--- config.mk ---
export PLATFORM = sky130hd
export DESIGN_NAME = ts_record_serializer
export DESIGN_NICKNAME = d
export VERILOG_FILES = /design/src/rtl/ts_record_serializer_pkg.sv /design/src/rtl/ts_record_serializer.sv
export SDC_FILE = /design/constraint.sdc
export NUM_CORES = 1
export LEC_CHECK = 0
export CAP_MARGIN = 10
export CORE_MARGIN = 5
export CORE_UTILIZATION = 57
export DETAILED_ROUTE_END_ITERATION = 7
export GPL_TIMING_DRIVEN = 0
export HOLD_SLACK_MARGIN = 0.05
export PLACE_DENSITY = 0.81
export SLEW_MARGIN = 10
export SYNTH_ARGS = -nofsm -noshare
export SYNTH_HDL_FRONTEND = slang
export SYNTH_SLANG_ARGS = --single-unit
export TNS_END_PERCENT = 30
--- constraint.sdc ---
create_clock -name clk -period 2.76 [get_ports clk]
set_input_delay 0.552 -clock clk [delete_from_list [all_inputs] [get_ports clk]]
set_output_delay 0.552 -clock clk [all_outputs]
set_load 0.03 [all_outputs]
--- src/rtl/ts_record_serializer_pkg.sv ---
// ts_pkg: shared constants, frame sizing helpers and FSM state type for ts_record_serializer.
package ts_pkg;
  localparam logic [7:0] MAGIC_DEF = 8'hA5;
  typedef enum logic {IDLE, SEND} state_t;
  function automatic int frame_bytes(input int ts_w);
    return 3 + 3 * (ts_w / 8);
  endfunction
  function automatic int cnt_w(input int ts_w);
    return $clog2(frame_bytes(ts_w));
  endfunction
endpackage

--- src/rtl/ts_record_serializer.sv ---
// ts_record_serializer: captures timestamp records and streams them as fixed-length byte frames
// (MAGIC, SEQ, ID, start, end, delta; big-endian), flagging inconsistent deltas.
module ts_record_serializer
  import ts_pkg::*;
#(
  parameter int ID_W = 4,
  parameter int TS_W = 64,
  parameter logic [7:0] MAGIC = MAGIC_DEF
) (
  input  logic            clk,
  input  logic            rst_n,
  input  logic            in_valid,
  output logic            in_ready,
  input  logic [ID_W-1:0] in_id,
  input  logic [TS_W-1:0] in_start_ts,
  input  logic [TS_W-1:0] in_end_ts,
  input  logic [TS_W-1:0] in_ts,
  output logic            m_valid,
  input  logic            m_ready,
  output logic [7:0]      m_data,
  output logic            m_last,
  output logic            busy,
  output logic            err_delta
);
  localparam int FB = frame_bytes(TS_W);
  localparam int CW = cnt_w(TS_W);
  state_t r_state, w_next;
  logic [FB*8-1:0] r_sr;
  logic [CW-1:0] r_cnt;
  logic [7:0] r_seq;
  logic r_err;
  logic w_cap, w_fire;
  assign in_ready  = (r_state == IDLE);
  assign m_valid   = (r_state == SEND);
  assign busy      = m_valid;
  assign w_cap     = in_valid && in_ready;
  assign w_fire    = m_valid && m_ready;
  assign m_last    = m_valid && (r_cnt == CW'(FB - 1));
  // The register drains to zero after the last byte, so m_data idles at 0.
  assign m_data    = r_sr[FB*8-1 -: 8];
  assign err_delta = r_err;
  always_comb begin
    w_next = r_state;
    if (w_cap) w_next = SEND;
    else if (w_fire && m_last) w_next = IDLE;
  end
  always_ff @(posedge clk or negedge rst_n)
    if (!rst_n) r_state <= IDLE;
    else r_state <= w_next;
  always_ff @(posedge clk or negedge rst_n) begin
    if (!rst_n) begin
      r_sr  <= '0;
      r_cnt <= '0;
      r_seq <= '0;
      r_err <= 1'b0;
    end else if (w_cap) begin
      r_sr  <= {MAGIC, r_seq, 8'(in_id), in_start_ts, in_end_ts, in_ts};
      r_cnt <= '0;
      r_seq <= r_seq + 8'd1;
      // Modulo subtraction: a timestamp wrap between start and end is legal.
      if (in_ts != in_end_ts - in_start_ts) r_err <= 1'b1;
    end else if (w_fire) begin
      r_sr  <= r_sr << 8;
      r_cnt <= r_cnt + CW'(1);
    end
  end
endmodule

==> impl_results.md <==
- Leak: 8.994 nW
- Post-Syn Instances: around 2,100
- CTS H-tree depth: 1
- # diodes: 0
- WP data arrival: 4.25 ns
- Post-DP HPWL: 58,530 um
- CTS Root Cell: clkbuf_16
- Number of global-route vias before repair: 18,450
- Syn Std Cell Area: 15,940 sq um
- Top_reg_cell synth: dfrtp_1
- Final TNS setup: -1.039 ns
- Delay of the slowest critical-path stage: 0.56 ns
- Critical path endpoint category: flip-flop
- Via count: 19,300
- CTS Buf Count: 26
- WS Path Type: input pin to flip-flop
- CTS max path bufs: 3
- Min-Delay Path Depth: 3
- Status: complete, but fails checks
- VDD IR max: between 0.0007 and 0.0008 V
- Yosys top cell area share: 36.27%
- Largest area contributor in the netlist: dfrtp_1
- DR WL met2: around 32,000 um
- Reg2reg setup slack: -0.13 ns
- TritonCTS clock tree: yes
- Clock Latency Late Sink: 0.58 ns
- Number of vias per cell: 7.047
- Max-cap viol count: 0
- Setup Viol. Count Final: 1
- Worst-path clk slew: 0.08 ns
- Die Ht: 177.2 um
- Routed Antenna Nets: 0
- WL met3: 11,780 um
- Req. time, crit path: 3.21 ns
- Area grow syn2layout: 31.13%
- Row count: slightly above 60
- Final number of hold-violating endpoints: 0
- Most frequent CP cell: nand4_1
- Reg2reg end: err_delta
- Metal-1 WL: 26,200 um
- Yosys reg bits: 231
- Core Region: 27,710 sq um
- Fin worst setup slack: -1.039 ns
- Hold_ws: around 0.37 ns
- Mean Syn Cell Area: 7.654 sq um
- Avg WL per Cell: 28.27 um
- WHS Endpoint: r_sr[138]
- Post-synth top cells: nand2_1, dfrtp_1, nor2_1
- GP Congestion: between 1 and 1.5
- Die width: 177.2 um
- Final core utilization: around three quarters
- Ys Warns: 0
- Number of enable flip-flop cells after synthesis: 0
- Largest net degree at the start of global routing: 106
- GRT Overall Usage: 47.78%
- Initial antenna violation count: 0
- Slew Limit Fails: 0
- Fin crit share: 137.6%
- Final Power: 14.13 mW
- Yosys cell types: 80
- R2R cell count: 8
- Type of the most critical hold path: input pin to flip-flop
- Crit-path slowest cell: clkdlybuf4s50_1
- Starting density of the core: between 50% and 60%
- Worst Clk Skew: around 0.032 ns
- Global-route wire length before repair: 113,000 um
- Cells along the critical path: clkdlybuf4s50_1 > inv_1 > ha_4 > nand4_1 > or3_4 > a31o_4 > buf_4 > nand2_4 > nor3_1 > a2111oi_2 > and4_1 > nand4_1 > or4_4 > o22a_1
- Slew @ Worst Pin: approximately 0.94 ns
- Nets@finish: ~2,600
- Port buffer count: 212
- Synth async-reset ratio: 100.0%
- Failing checks: design-rule violations, negative setup slack
- Hold_sp: in_start_ts[10]
- Mapped Nets: 2,350
- Crit path max fanout: 6
- I/O Pins: 213
- DRC Markers: 18
- DR iter-0 viols: 3,491
- Share of cells above drive strength 1: a little over an eighth
- Post-placement cell area: 18,710 sq um
- Synth top area cells: dfrtp_1, nand2_1, a31oi_1
- DR top layer: met4
- RSZ-0062 raised after global routing: yes
- Slew margin rel.: a little under two fifths
- Max Clk Rate: ~260 MHz
- Remaining global-route overflow: 0
- CP startpoint kind: input pin
- Router iterations before antenna repair: 8
- PD cells: 676.3 nW/um^2
- Cell with the most instances after synthesis: nand2_1
- WL final: 77,410 um
- Register area share after synthesis: 36.27%
- Die ar.: 31,400 sq um
- Final Instance Area: between 20,000 and 25,000 sq um
- Reg-to-reg startpoint: err_delta
- # clock sinks: 231
- Min Tclk post-route: 3.799 ns
==> critical path, delay by kind of cell <==
| family | cells | cell delay [ns] |
|---|---|---|
| adders and majority gates | 1 | 0.32 |
| and+or+nand+nor | 7 | 1.76 |
| AOI/OAI and AO/OA | 3 | 0.81 |
| buffers and inverters | 3 | 0.82 |
==> flip-flops by register name, indices dropped and copies added, names as in the netlist <==
register and cells:
r_seq 8, err_delta 1, r_cnt 5, busy 1
r_sr 216
==> placed cells by master, fill, tap and decap left out, types with 19 or more instances in the layout <==
| cell type | instances |
|---|---|
| a21oi_4 | 20 |
| ha_1 | 33 |
| a21oi_2 | 33 |
| clkdlybuf4s50_1 | 179 |
| nand2_1 | 519 |
| dfrtp_1 | 231 |
| o21ai_0 | 35 |
| nand4_1 | 50 |
| nor3_1 | 28 |
| a22oi_1 | 68 |
| xor2_1 | 32 |
| nor2_1 | 203 |
| a31oi_1 | 143 |
| dlygate4sd2_1 | 27 |
| a21oi_1 | 53 |
| buf_4 | 52 |
| nand3_1 | 32 |
| clkbuf_1 | 77 |
| inv_1 | 74 |
| clkbuf_16 | 26 |
| ha_2 | 19 |
| xnor2_1 | 52 |
==> cell type report <==
class,count,area (sq um)
inverters,77,289.0
plain buffers,113,526.8
flip-flops and latches,231,5781
fillers,1932,6808
repair buffers,250,2446
clock buffers,35,724.4
multi-input cells,1642,10530
well taps,378,473.0
clock inverters,12,131.4
==> how the worst max path moves through the flow <==
stage / start / endpoint / depth (start not counted)
after floorplan: in_start_ts[30] / err_delta / 13
after global placement: rst_n / r_sr[5] / 1
after detailed placement: in_start_ts[33] / err_delta / 14
after CTS: in_start_ts[14] / err_delta / 14
after global routing: in_start_ts[12] / err_delta / 13
final: in_start_ts[8] / err_delta / 14
==> power breakdown <==
part | switching (mW) | internal (mW)
Sequential | 0.986 | 4.58
Clock | 1.60 | 1.96
Combinational | 3.04 | 1.95
==> through the flow <==
step	cells	setup slack, ns
final	2738	-1.039
after global routing	2738	-1.003
after CTS	2730	-0.8628
after detailed placement	2674	-2.489
after global placement	2672	-8.335
after floorplan	2082	-0.5504
==> timing repair <==
action | 4_1_cts | 5_1_grt
hold endpoints to repair | 60 | 0
pin swaps | 48 | 18
setup endpoints to repair | 26 | 19
buffers inserted | 26 | 9
gates resized for setup | 255 | 59
hold buffers | 1 | 0
==> logic make-up (layout without fill, tap and decap cells) <==
kind of cell	after synthesis	count (layout)	synth area share (%)
muxes	13	13	0.8244
AOI/OAI and AO/OA	542	542	22.98
buffers and inverters	209	487	5.268
and+or+nand+nor	932	932	24.49
adders and majority gates	68	68	5.386
xor gates and xnor gates	87	87	4.781
DFF	231	231	36.27
==> layer usage <==
| layer | vias to the layer above | GRT usage (%) |
|---|---|---|
| li1 | 7894 | - |
| met1 | 8996 | 59.96 |
| met2 | 1906 | 71.18 |
| met3 | 499 | 14.61 |
| met4 | 0 | 31.69 |
| met5 | - | 0 |
No activity file was read; power rests on OpenSTA's default activity.
